===== config.mk =====
export PLATFORM = sky130hd
export DESIGN_NAME = exibe_sequencia
export DESIGN_NICKNAME = d
export VERILOG_FILES = /design/src/rtl/exibe_sequencia.sv
export SDC_FILE = /design/constraint.sdc
export NUM_CORES = 1
export LEC_CHECK = 0
export ABC_AREA = 0
export ABC_CLOCK_PERIOD_IN_PS = 2100
export BUFFER_PORTS_ARGS = -buffer_cell sky130_fd_sc_hd__buf_4
export CAP_MARGIN = 0
export CORE_MARGIN = 5
export CORE_UTILIZATION = 35
export DETAILED_ROUTE_END_ITERATION = 6
export PLACE_DENSITY = 0.56
export SKIP_LAST_GASP = 1
export SYNTH_ARGS = -nofsm -noshare
export SYNTH_HDL_FRONTEND = slang
export SYNTH_SLANG_ARGS = --single-unit

===== constraint.sdc =====
create_clock -name clock -period 2.1 [get_ports clock]
set_input_delay 0.42 -clock clock [delete_from_list [all_inputs] [get_ports clock]]
set_output_delay 0.42 -clock clock [all_outputs]
set_load 0.005 [all_outputs]

===== src/rtl/exibe_sequencia.sv =====
// exibe_sequencia -- display side of the Genius game.
//
// Walks the jogadas memory from address 0 up to a latched limite and lights
// each word on leds for an on slot, then keeps leds dark for an off slot.
// A one-cycle pronto pulse marks the end of the whole presentation.
//
// Handshake: iniciar is a level request that is sampled only while idle
// (INICIAL). Once it is accepted, the run cannot be stopped or restarted
// except by reset. pronto is a single-cycle completion pulse and has no
// backpressure. ocupado is high in every state except INICIAL.
//
// Optional feature (macro VALIDA_ONEHOT_EN):
//   When the macro is defined, the port erro_dado is added. A word that is
//   not one-hot is blanked (leds=0000) for its on slot, and erro_dado is set.
//   erro_dado stays set until the next accepted iniciar. Timing is the same
//   in both builds.
//
// Parameters:
//   T_ON    cycles a word is lit (halved when dificuldade=1)
//   T_OFF   cycles leds stay dark after a word (halved when dificuldade=1)
//   ADDR_W  memory address width
//   Halved durations must be at least 1.
//
// Ports:
//   clock        in   system clock, rising edge
//   reset        in   asynchronous, active-low reset
//   iniciar      in   start request
//   limite       in   index of the last word to show, latched on start
//   dificuldade  in   1 = fast mode, latched on start
//   dado         in   memory read data (combinational from endereco)
//   endereco     out  registered memory address
//   leds         out  registered display output
//   ocupado      out  high while a presentation is in progress
//   pronto       out  one-cycle end-of-presentation pulse
//   db_estado    out  encoded FSM state for debug
//   erro_dado    out  (VALIDA_ONEHOT_EN only) sticky non-one-hot flag
module exibe_sequencia #(
   parameter int T_ON   = 1000,
   parameter int T_OFF  = 500,
   parameter int ADDR_W = 4
) (
   input  logic              clock,
   input  logic              reset,
   input  logic              iniciar,
   input  logic [ADDR_W-1:0] limite,
   input  logic              dificuldade,
   input  logic [3:0]        dado,
   output logic [ADDR_W-1:0] endereco,
   output logic [3:0]        leds,
   output logic              ocupado,
   output logic              pronto,
`ifdef VALIDA_ONEHOT_EN
   output logic              erro_dado,
`endif
   output logic [3:0]        db_estado
);

   localparam int T_MAX = (T_ON > T_OFF) ? T_ON : T_OFF;
   localparam int CNT_W = $clog2(T_MAX + 1);

   localparam logic [CNT_W-1:0] ON_LENTO  = CNT_W'(T_ON);
   localparam logic [CNT_W-1:0] ON_RAPIDO = CNT_W'(T_ON >> 1);
   localparam logic [CNT_W-1:0] OFF_LENTO  = CNT_W'(T_OFF);
   localparam logic [CNT_W-1:0] OFF_RAPIDO = CNT_W'(T_OFF >> 1);

   typedef enum logic [2:0] {
      INICIAL = 3'd0,
      CARREGA = 3'd1,
      ACENDE  = 3'd2,
      APAGA   = 3'd3,
      FIM     = 3'd4
   } estado_t;

   estado_t           estado, estado_n;
   logic [CNT_W-1:0]  contador, contador_n;
   logic [ADDR_W-1:0] limite_q, limite_n;
   logic              rapido_q, rapido_n;
   logic [ADDR_W-1:0] endereco_n;
   logic [3:0]        leds_n;
   logic              pronto_n;
   logic [CNT_W-1:0]  dur_on, dur_off;
   logic              fim_on, fim_off;
`ifdef VALIDA_ONEHOT_EN
   logic              erro_n;
   logic              dado_onehot;
`endif

   // Slot lengths come from the latched speed flag. Changing dificuldade
   // during a run therefore has no effect.
   assign dur_on  = rapido_q ? ON_RAPIDO  : ON_LENTO;
   assign dur_off = rapido_q ? OFF_RAPIDO : OFF_LENTO;

   // The counter is cleared on entry to each slot, so the slot ends after
   // the cycle in which the counter reaches duration-1.
   assign fim_on  = (contador == dur_on  - CNT_W'(1));
   assign fim_off = (contador == dur_off - CNT_W'(1));

`ifdef VALIDA_ONEHOT_EN
   assign dado_onehot = (dado != 4'b0000) && ((dado & (dado - 4'd1)) == 4'b0000);
`endif

   // State register
   always_ff @(posedge clock or negedge reset) begin
      if (!reset) begin
         estado <= INICIAL;
      end else begin
         estado <= estado_n;
      end
   end

   // Registered datapath and outputs
   always_ff @(posedge clock or negedge reset) begin
      if (!reset) begin
         contador <= '0;
         limite_q <= '0;
         rapido_q <= 1'b0;
         endereco <= '0;
         leds     <= 4'b0000;
         pronto   <= 1'b0;
`ifdef VALIDA_ONEHOT_EN
         erro_dado <= 1'b0;
`endif
      end else begin
         contador <= contador_n;
         limite_q <= limite_n;
         rapido_q <= rapido_n;
         endereco <= endereco_n;
         leds     <= leds_n;
         pronto   <= pronto_n;
`ifdef VALIDA_ONEHOT_EN
         erro_dado <= erro_n;
`endif
      end
   end

   // Next-state and next-output logic
   always_comb begin
      estado_n   = estado;
      contador_n = contador;
      limite_n   = limite_q;
      rapido_n   = rapido_q;
      endereco_n = endereco;
      leds_n     = leds;
      pronto_n   = 1'b0;
`ifdef VALIDA_ONEHOT_EN
      erro_n     = erro_dado;
`endif

      case (estado)
         INICIAL: begin
            leds_n     = 4'b0000;
            endereco_n = '0;
            contador_n = '0;
            if (iniciar) begin
               estado_n = CARREGA;
               limite_n = limite;
               rapido_n = dificuldade;
`ifdef VALIDA_ONEHOT_EN
               erro_n   = 1'b0;
`endif
            end
         end

         CARREGA: begin
            // leds doubles as the word register: the word read here is
            // held on the display for the whole on slot.
`ifdef VALIDA_ONEHOT_EN
            if (dado_onehot) begin
               leds_n = dado;
            end else begin
               leds_n = 4'b0000;
               erro_n = 1'b1;
            end
`else
            leds_n = dado;
`endif
            contador_n = '0;
            estado_n   = ACENDE;
         end

         ACENDE: begin
            if (fim_on) begin
               leds_n     = 4'b0000;
               contador_n = '0;
               estado_n   = APAGA;
            end else begin
               contador_n = contador + CNT_W'(1);
            end
         end

         APAGA: begin
            if (fim_off) begin
               contador_n = '0;
               if (endereco == limite_q) begin
                  // The address stops at limite, so it never wraps even
                  // when limite is the last address.
                  estado_n = FIM;
                  pronto_n = 1'b1;
               end else begin
                  endereco_n = endereco + ADDR_W'(1);
                  estado_n   = CARREGA;
               end
            end else begin
               contador_n = contador + CNT_W'(1);
            end
         end

         FIM: begin
            leds_n     = 4'b0000;
            endereco_n = '0;
            estado_n   = INICIAL;
         end

         default: begin
            leds_n     = 4'b0000;
            endereco_n = '0;
            contador_n = '0;
            estado_n   = INICIAL;
         end
      endcase
   end

   assign ocupado   = (estado != INICIAL);
   assign db_estado = {1'b0, estado};

endmodule


* Word level (Yosys, flattened, before mapping)
Index checks and enable logic that the tools add are counted.
Storage, ports and cells: register bits 27, input bits 12, logic and storage cells 49
Cells by class: $add $sub $neg 4, equal/unequal tests 11, mux-type cells 18, bitwise gates (word level) 2, reductions and logical operators 7
Operators with widths (number):
- 10-bit 2-to-1 mux | 3
- 10-bit case mux with 3 select lines | 1
- 10-bit == test | 2
- 3-bit 2-to-1 mux | 4
- 4-bit 2-to-1 mux | 3
- 3-bit case mux with 4 select lines | 1
- 4-bit case mux with 3 select lines | 1
- 10-bit by 1-bit adder with 10-bit output (second input constant) | 1
- 10-bit by 1-bit subtractor with 10-bit output (second input constant) | 1
- 9-bit by 1-bit subtractor with 10-bit output (second input constant) | 1
- 9-bit 2-to-1 mux | 1
- 2-bit != test (second input constant) | 4
- 4-bit case mux with 2 select lines | 1
- 3-bit by 2-bit == test with 1-bit output (second input constant) | 2
- 3-bit AND reduction | 2
- 4-bit by 1-bit adder with 4-bit output (second input constant) | 1
- 4-bit == test | 1
- 2-bit AND reduction | 2
- 3-bit by 1-bit == test with 1-bit output (second input constant) | 1
- 3-bit == test (second input constant) | 1
- 3-bit zero test | 1
- 1-bit 2-to-1 mux | 3
- 3-bit nonzero test | 1
- 1-bit NOT | 2
- 2-bit OR reduction | 1

* Depth between registers and ports, before layout
depth after elaboration 5, depth in mapped cells 7, gate-level depth less buffers 5

* Worst setup path before layout
No wires, ideal clock.
path type reg2reg, start point reg endereco[0], end point reg endereco[0], arrival time 1.536 ns, path slack 0.430 ns, cell stages (with the launch flop) 6, path buffers 0, cells stage by stage dfrtp_1 > xor2_1 > nor4_2 > nor3_1 > a311oi_1 > o22ai_1
On the way: longest elaborated chain between the ends 4, elaborated cells between the ends (all ways) 7
Ends and longest elaborated chain:
- start, declared | RTL line 48 | output logic [ADDR_W-1:0] endereco,
- start signal, assigned | RTL line 127 | endereco <= endereco_n;
- 4-bit by 1-bit adder with 4-bit output | RTL line 200 | endereco_n = endereco + ADDR_W'(1);
- 4-bit 2-to-1 mux | RTL line 194 | if (endereco == limite_q) begin
- 4-bit 2-to-1 mux | RTL line 192 | if (fim_off) begin
- 4-bit case mux with 2 select lines | RTL line 149 | case (estado)
Parallel ways exist; a longest one is shown, timed or not. The select of a mux whose other input is x is not followed. A chain may end at the register's enable or synchronous reset.

* Worst setup path in the final report
start point reg estado[1], end point out ocupado
On the way: longest elaborated chain between the ends 1
Ends and longest elaborated chain:
- start, declared | RTL line 74 | estado_t estado, estado_n;
- start signal, assigned | RTL line 107 | estado <= estado_n;
- 3-bit nonzero test | RTL line 223 | assign ocupado = (estado != INICIAL);
- end, declared | RTL line 50 | output logic ocupado,
No other way between the ends.

==> metrics.txt <==
skew final=0.007074 ns; drt pass-1 iters=4; Critical Path, Cell by Cell=or3_1, buf_4; CP max stage delay=0.52 ns; initial antenna violation count=0; area used by multi-input combinational logic=737.0 µm²; final setup fails=0; Setup Buffers After CTS=0; layout cells sized above 1=0.2840; # IOs=26; area leader, netlist=dfrtp_1; Max Cap Viol=0; CTS Hold Buffers Added=0; RePlAce Congestion=between 0.8 and 0.9; grt ovf=0; final worst path period need=1.851 ns; Post-Syn Instances=137; Final Worst Setup Slack=0.2488 ns; Slew Limit Headroom=0.6477; Chip Height=74.62 µm; Final HPWL DP=roughly 2400 µm; Synth Area in Compound Gates=0.1515; Port Buffers=24; peak supply drop=0.2628 mV; simple-gate portion of the synthesized area=0.2286; worst hold margin=0.04514 ns; EDFF count, synth=0; Distinct cells, synth=43; WP data arrival=1.43 ns; Root Driver=clkbuf_8; asr flop ratio synth=1.000; post-route ant nets=0; commonest cells in the synthesized netlist=dfrtp_1 (27), nor2_1 (16), nand2_1 (13); Max Root-Sink Buffers=2; DRC=0; Tcrit/Tclk final=0.8815; hold violation count in the final report=0; number of synthesized register bits=27; largest net degree at the start of global routing=28; Worst Path Max Fanout=12; Synth warnings=0; clk slew on worst S/H paths=0.10 ns; pre-CTS setup slack=0.3369 ns; GRT Total Usage=0.1286; Leak=between 0.8 and 0.9 nW; Iter 0 DRT Violations=43; Power Dens Cells=512.0 mW/mm²; final net count=177; initial core utilization=0.3627; most frequent cell after synthesis=dfrtp_1; fmax=540.2 MHz; CP startpoint kind=register; Seq/Total Area, Yosys=0.4623; routed wire length=3181 µm; syn nets=between 150 and 200; die area=~0.0056 mm²; setup TNS=0 ns; filler cell count=404; drt wl/cell=15.00 µm; RSZ-0062 raised after global routing=false; outcome=completed; fraction of the mapped netlist area in adder cells=0.01712; CTS Buf Count=3; Synth-to-Final Area Change=18.49%; Synth top area share=0.4623; # H-tree levels=1; worst-margin pin slew=between 0.5 and 0.6 ns; max-slew violations=0; ranking of synthesized cells by area=dfrtp_1 (46%), xor2_1 (4.8%), nor2_1 (4.1%), mux2_2 (3.9%), nand2_1 (3.3%); endpoint class of the critical path=output port; dpl cells=208; clk_lat worst skew=0.28 ns; Reg area=675.6 µm²; Total Power=0.0008866 W; first-pass GRT wire length=around 5500 µm; post_cts resized=0; vias in the first global route=1,153; mean post-synth cell area=10.67 µm²; Worst Hold Class=in -> async; largest family of logic cells by synthesized area=simple AND/OR/NAND/NOR gates; Finished Layout Cells=212; Post-Synthesis Cell Area=0.001461 mm²; top_reg_cell synth=dfrtp_1; CTS tree=done; core area=0.004029 mm²; via count=1,115; slowest CP cell=dfrtp_1; # rows=23; CP Class=reg -> out; post-synthesis mux area share=0.03853; Post-Synth XOR/XNOR Area=0.06592; ANT cells=0; WP data required=1.68 ns; Die X=74.62 µm; clock sink total=27; DR vias/cell=around 5.3
where the power goes:
part	internal [W]	switching, W
Combinational	0.0000301	0.0000248
Clock	0.000133	0.000164
Sequential	0.000528	0.00000598
Total	0.000691	0.000195
sequential cells by signal, summed over array words and instances, names as in the netlist:
register  count
pronto        1
rapido_q      1
limite_q      4
estado        3
endereco      4
leds          4
contador     10
area by class of cell:
| type | count | share of cell area |
|---|---|---|
| multi-input combinational | 101 | 0.4256 |
| sequential | 27 | 0.3902 |
| timing repair buffer | 26 | 0.1127 |
| tap | 50 | 0.03613 |
| clock buffer | 3 | 0.02384 |
| inverter | 4 | 0.008671 |
| clock inverter | 1 | 0.002890 |
worst max-delay path: cells and delay by family, from the launching register on:
family                 cells  cell delay, ns
and+or+nand+nor            1            0.47
buffers and inverters      1            0.16
DFF                        1            0.52
through the flow:
stage               cell area [µm²]  utilization
detailed placement             1685       0.4183
CTS                            1732       0.4298
floorplan                      1461            -
global placement               1685       0.4183
finish                         1732       0.4298
global route                   1732       0.4298
final timing paths:
path,cells past startpoint,to,startpoint,slack (ns)
setup / recovery,2,ocupado,estado[1]$_DFFE_PN0P_,0.25
hold / removal,1,limite_q[3]$_DFFE_PN0P_,reset,0.05
setup reg to reg,5,contador[3]$_DFFE_PN0P_,contador[4]$_DFFE_PN0P_,0.32
hold reg to reg,1,leds[1]$_DFFE_PN0P_,leds[1]$_DFFE_PN0P_,0.52
max in group asynchronous,1,contador[2]$_DFFE_PN0P_,reset,1.79
min in group clock,2,leds[1]$_DFFE_PN0P_,dado[1],0.37
kinds of logic (layout without fill, tap and decap cells):
group,count (synthesis),in the layout
compound gates,25,25
xor+xnor,11,11
fa+ha+maj,2,2
buf+inv,9,34
flops,27,27
mux,5,5
other cells,1,1
simple gates,57,57
placed cells by master (no fill, tap or decap), drive strengths merged, types with 2 or more instances in the layout:
cell type | synthesis | final
a211oi | 2 | 2
a21oi | 3 | 3
a22o | 5 | 5
and4 | 2 | 2
and4bb | 3 | 3
buf | 5 | 26
clkbuf | 0 | 3
dfrtp | 27 | 27
ha | 2 | 2
inv | 4 | 4
mux2 | 5 | 5
nand2 | 13 | 13
nand3 | 4 | 4
nor2 | 17 | 17
nor3 | 6 | 6
nor3b | 3 | 3
o2111ai | 2 | 2
o21ai | 3 | 3
o21bai | 2 | 2
o22ai | 2 | 2
or3 | 2 | 2
xnor2 | 3 | 3
xor2 | 8 | 8
layer usage:
metal / part of all wire / track usage
met5: 0 / 0
met4: 0.0091 / 0.03162
met3: 0.041 / 0.03338
met2: 0.50 / 0.2078
met1: 0.45 / 0.1731
Power figures use the tool's default switching activity.
